$ cat src/rtl/code_comb_stream.sv
// Field combiner with valid/ready output: latches a word plus two indices, then emits one
// {field[M],field[m]} beat (PAIR) or the walk field[M]..field[m] (SWEEP).
module code_comb_stream #(
   parameter int FIELD_W    = 4,
   parameter int NUM_FIELDS = 8,
   parameter int SEL_W      = 3
) (
   input  logic                          sysclk,
   input  logic                          rst_n,
   input  logic                          start,
   input  logic                          mode,
   input  logic [NUM_FIELDS*FIELD_W-1:0] data_in,
   input  logic [SEL_W-1:0]              hi_sel,
   input  logic [SEL_W-1:0]              lo_sel,
   output logic                          busy,
   output logic                          out_valid,
   input  logic                          out_ready,
   output logic [2*FIELD_W-1:0]          out_data,
   output logic [SEL_W-1:0]              out_idx,
   output logic                          out_last,
   output logic                          done,
   output logic [1:0]                    dbg_state
);

   // Stream handshake: a beat transfers on a rising edge where out_valid & out_ready; while
   // out_valid is high and out_ready low, out_data/out_idx/out_last hold unchanged.

   typedef enum logic [1:0] {
      ST_IDLE = 2'd0,
      ST_EMIT = 2'd1,
      ST_FIN  = 2'd2
   } state_t;

   state_t                          r_state;
   state_t                          w_state_nxt;
   logic [NUM_FIELDS*FIELD_W-1:0]   r_data;
   logic                            r_mode;
   logic [SEL_W-1:0]                r_hi;
   logic [SEL_W-1:0]                r_lo;
   logic [SEL_W-1:0]                r_idx;
   logic                            r_up;

   logic                            w_accept;
   logic                            w_hs;
   logic                            w_last;
   logic                            w_emit;
   logic [SEL_W-1:0]                w_hi_c;
   logic [SEL_W-1:0]                w_lo_c;
   logic [FIELD_W-1:0]              w_fld_idx;
   logic [FIELD_W-1:0]              w_fld_hi;
   logic [FIELD_W-1:0]              w_fld_lo;

   function automatic logic [SEL_W-1:0] clamp_sel(input logic [SEL_W-1:0] s);
      if (int'(s) >= NUM_FIELDS) return SEL_W'(NUM_FIELDS - 1);
      else                       return s;
   endfunction

   assign w_hi_c    = clamp_sel(hi_sel);
   assign w_lo_c    = clamp_sel(lo_sel);
   assign w_emit    = (r_state == ST_EMIT);
   assign w_accept  = (r_state == ST_IDLE) && start;
   assign w_hs      = w_emit && out_ready;
   assign w_last    = w_emit && (!r_mode || (r_idx == r_lo));

   assign w_fld_idx = r_data[int'(r_idx)*FIELD_W +: FIELD_W];
   assign w_fld_hi  = r_data[int'(r_hi)*FIELD_W +: FIELD_W];
   assign w_fld_lo  = r_data[int'(r_lo)*FIELD_W +: FIELD_W];

   always_comb begin
      w_state_nxt = r_state;
      case (r_state)
         ST_IDLE: if (start)        w_state_nxt = ST_EMIT;
         ST_EMIT: if (w_hs && w_last) w_state_nxt = ST_FIN;
         ST_FIN:                    w_state_nxt = ST_IDLE;
         default:                   w_state_nxt = ST_IDLE;
      endcase
   end

   always_ff @(posedge sysclk or negedge rst_n) begin
      if (!rst_n) r_state <= ST_IDLE;
      else        r_state <= w_state_nxt;
   end

   // Direction is fixed at latch time so later input changes cannot disturb the walk.
   always_ff @(posedge sysclk or negedge rst_n) begin
      if (!rst_n) begin
         r_data <= '0;
         r_mode <= 1'b0;
         r_hi   <= '0;
         r_lo   <= '0;
         r_idx  <= '0;
         r_up   <= 1'b0;
      end else if (w_accept) begin
         r_data <= data_in;
         r_mode <= mode;
         r_hi   <= w_hi_c;
         r_lo   <= w_lo_c;
         r_idx  <= w_hi_c;
         r_up   <= (w_lo_c > w_hi_c);
      end else if (w_hs && !w_last) begin
         r_idx  <= r_up ? (r_idx + SEL_W'(1)) : (r_idx - SEL_W'(1));
      end
   end

   assign busy      = w_emit;
   assign out_valid = w_emit;
   assign out_last  = w_last;
   assign done      = (r_state == ST_FIN);
   assign out_idx   = w_emit ? r_idx : '0;
   assign out_data  = !w_emit ? '0 :
                      r_mode  ? {{FIELD_W{1'b0}}, w_fld_idx} : {w_fld_hi, w_fld_lo};
   assign dbg_state = r_state;

endmodule

$ cat config.mk
export PLATFORM = sky130hd
export DESIGN_NAME = code_comb_stream
export DESIGN_NICKNAME = d
export VERILOG_FILES = /design/src/rtl/code_comb_stream.sv
export SDC_FILE = /design/constraint.sdc
export NUM_CORES = 1
export LEC_CHECK = 0
export CAP_MARGIN = 40
export CORE_MARGIN = 4
export CORE_UTILIZATION = 52
export CTS_BUF_LIST = sky130_fd_sc_hd__clkbuf_8
export DETAILED_ROUTE_END_ITERATION = 16
export GPL_ROUTABILITY_DRIVEN = 0
export HOLD_SLACK_MARGIN = 0.08
export PLACE_DENSITY = 0.81
export SLEW_MARGIN = 20
export SYNTH_ARGS = -nofsm -noshare
export SYNTH_HDL_FRONTEND = slang
export SYNTH_SLANG_ARGS = --single-unit
$ cat constraint.sdc
create_clock -name sysclk -period 2.35 [get_ports sysclk]
set_input_delay 0.705 -clock sysclk [delete_from_list [all_inputs] [get_ports sysclk]]
set_output_delay 0.705 -clock sysclk [all_outputs]
set_load 0.01 [all_outputs]
==> flow_summary.json <==
{
  "status": "finished, violations left",
  "violations": "setup timing",
  "clock_latency_ps": 310,
  "timing_worst_setup_path_type": "flop to output port",
  "cts_buffers": 5,
  "finalNonFillerCells": 428,
  "cp.required_ps": 1640,
  "synth_warnings": 0,
  "cts_tree": "built",
  "period_share_pct": 119,
  "synth_largest_area_cell": "dfrtp_1",
  "drt_pre_antenna_iters": 4,
  "drc": 0,
  "viasPerCell": 5.31,
  "synthAdderAreaFrac_pct": 2.27,
  "detail-route-antenna-nets": 0,
  "seq_area_sq_um": 1130,
  "cp_max_fo": 6,
  "synth_compound_area_share_pct": 5.97,
  "yosysSeqAreaShare_pct": 44.4,
  "syn_area_per_cell_sq_um": 9.19,
  "power_per_cell_area_nw_per_um2": 1410,
  "synth_area_leaders": "dfrtp_1 44%, nand2_1 18%, mux2i_1 8.3%, mux4_2 7.1%, a222oi_1 1.6%",
  "r2r-start": "r_idx[0]",
  "grt_pass1_vias": 2373,
  "drive_gt1_share_pct": 18.8,
  "clockBufferDepth": 2,
  "num_rows": 25,
  "layout_commonest_cell": "nand2_1",
  "die_h_microns": 77.9,
  "reg2reg_depth": 4,
  "multi_input_area_sq_um": 1310,
  "grt_pass1_wl_microns": 11200,
  "syn_area_sq_um": 2540,
  "clk_pin_slew_ps": 80,
  "synth_nets": 323,
  "cts_sinks": 45,
  "synth_top_family_by_area": "simple AND/OR/NAND/NOR gates",
  "r2r-end": "r_idx[1]",
  "io_buffers": 59,
  "final_util_pct": 75.0,
  "ys_ff_latch": 45,
  "htree_levels": 2,
  "fmax_ghz": 0.359,
  "area_growth_pct": 39.6,
  "yosys.area_share.simple_pct": 24.4,
  "setup_ws_ps": -435,
  "critical_path_buf_inv_count": 2,
  "clock_tree.root_cell": "clkbuf_8",
  "wl_per_cell_microns": 16.0,
  "post-place-ws_ps": -422,
  "ys_types": 39,
  "io_pins": 60,
  "synth_top_area_share_pct": 44.4,
  "vias": 2271,
  "hpwl_microns": 4700,
  "startpoint_type": "flop",
  "hold-worst-slack_ps": 365,
  "dp_cells": 408,
  "cp_slowest_cell": "dfrtp_1",
  "worst_slew_pin_slew_ps": 518,
  "path_delay_family": "multiplexers",
  "synth_xor_area_share_pct": 1.73,
  "final_cell_mix": "121 x nand2_1, 46 x clkdlybuf4s50_1, 45 x dfrtp_1, 21 x mux2i_1, 21 x buf_4",
  "crit_start": "r_mode",
  "p_leak_nw": 1.79,
  "grt_max_degree": 42,
  "max_cap_violations": 0,
  "reg2reg_slack_ps": 770,
  "ir_drop_uv": 644,
  "fin_nets": 407,
  "fillers": 325,
  "grt_setup_unrepaired": "yes",
  "setup_viol": 8,
  "core_area_sq_um": 4720,
  "die_area_sq_um": 6060,
  "cp_cell_sequence": "mux2i_4 -> buf_8 -> mux2i_1 -> a222oi_1 -> and3_1 -> buf_2",
  "postRouteWirelength_microns": 6870,
  "fin_worst_skew_ps": 3.20,
  "end_kind": "output port",
  "syn-instance-count": 276,
  "overflow": 0,
  "start_util_pct": 53.7,
  "slew_headroom_pct": 65.5,
  "max_stage_delay_ps": 430,
  "hp-class": "input pin to asynchronous set/reset pin",
  "antenna_found_initial": 0,
  "hold_viol": 0,
  "cts_hold_buf": 0,
  "die_width_microns": 77.9,
  "n_antenna_cell": 0,
  "synthMuxAreaShare_pct": 16.3,
  "grt_use_total_pct": 23.8,
  "drv_slew": 0,
  "cp.arrival_ps": 2080,
  "drt_iter0_drc": 225,
  "min_period_ps": 2780
}
## worst register-to-register path, delay by kind of cell (launching register included)
family	cells	cell delay [ps]
compound gates	2	710
buf+inv	1	150
flops	1	420
xor+xnor	1	180
## metrics by stage
step                      total power, W  setup TNS (ps)  area, sq um
final                            0.00501           -2150         3540
after global placement           0.00406           -1600         3330
after floorplan                  0.00312               0         2540
after global routing             0.00533           -2750         3540
after CTS                        0.00499           -2020         3570
after detailed placement         0.00415           -1830         3330
## flip-flops by register name, summed over array words and instances (netlist names)
name / count
r_hi: 3
r_data: 32
r_mode: 1
r_up: 1
r_lo: 3
dbg_state: 2
r_idx: 3
## cell type report
class	instances	area share (%)
Inverter	6	0.636
Sequential cell	45	31.8
Timing Repair Buffer	94	25.0
Tap cell	67	2.37
Multi-Input combinational cell	208	36.9
Clock buffer	6	2.33
Clock inverter	2	0.953
## worst max-delay path by stage
| stage | slack [ps] | end | cells after the start |
|---|---|---|---|
| 2_1_floorplan | 150 | out_data[1] | 5 |
| 3_3_place_gp | -310 | out_data[0] | 6 |
| 3_5_place_dp | -420 | out_data[1] | 6 |
| 4_1_cts | -400 | out_data[1] | 7 |
| 5_1_grt | -480 | out_data[3] | 6 |
| 6_report | -430 | out_data[1] | 6 |
## repair_timing
item                                   CTS  global route
setup endpoints to repair               13             9
endpoints found under the hold margin    0             0
gates cloned                             0             0
setup buffers                           16             0
pin swaps                               15            10
gates resized for setup                 55             4
## metal layers
metal	part of all wire [%]	GRT usage (%)	vias up
met5	0	0	-
met4	2.0	8.90	0
met3	6.5	4.76	16
met2	50	39.8	72
met1	42	30.4	1100
li1	-	-	1083
## synth_stat cells
cell type and number:
nor3_1 1, fa_1 1, buf_1 2, o31ai_1 1, mux2i_1 21, a21o_1 2
buf_4 1, and2_1 5, o311ai_0 1, inv_1 6, buf_2 2, nor4b_1 1
xnor2_1 1, buf_12 1, o21ai_0 6, ha_1 3, xor2_1 4, clkbuf_8 1
and4b_1 1, or2b_2 1, nor2b_1 3, o211ai_1 1, a222oi_1 4, o21a_1 1
dfrtp_1 45, buf_6 1, clkbuf_1 9, a32o_1 1, a22o_2 1, nand2_1 121
nor2_1 7, nand2b_1 1, and2b_2 1, mux2i_4 1, nand3_1 2, o31a_1 1
mux4_2 8, o22ai_1 1, and3_1 5
## power breakdown
part	leakage, nW	switching [W]	internal (W)
registers	0.554	0.000399	0.00114
clock network	0.0626	0.000266	0.000342
logic	1.18	0.00132	0.00154
total	1.79	0.00199	0.00303
## cells by family (layout without fill, tap and decap cells)
kind of cell,Yosys count,in the layout
simple gates,149,149
flops,45,45
mux,30,30
buf+inv,23,108
compound gates,20,20
xor+xnor,5,5
fa+ha+maj,4,4
(Power assumes the default switching activity.)
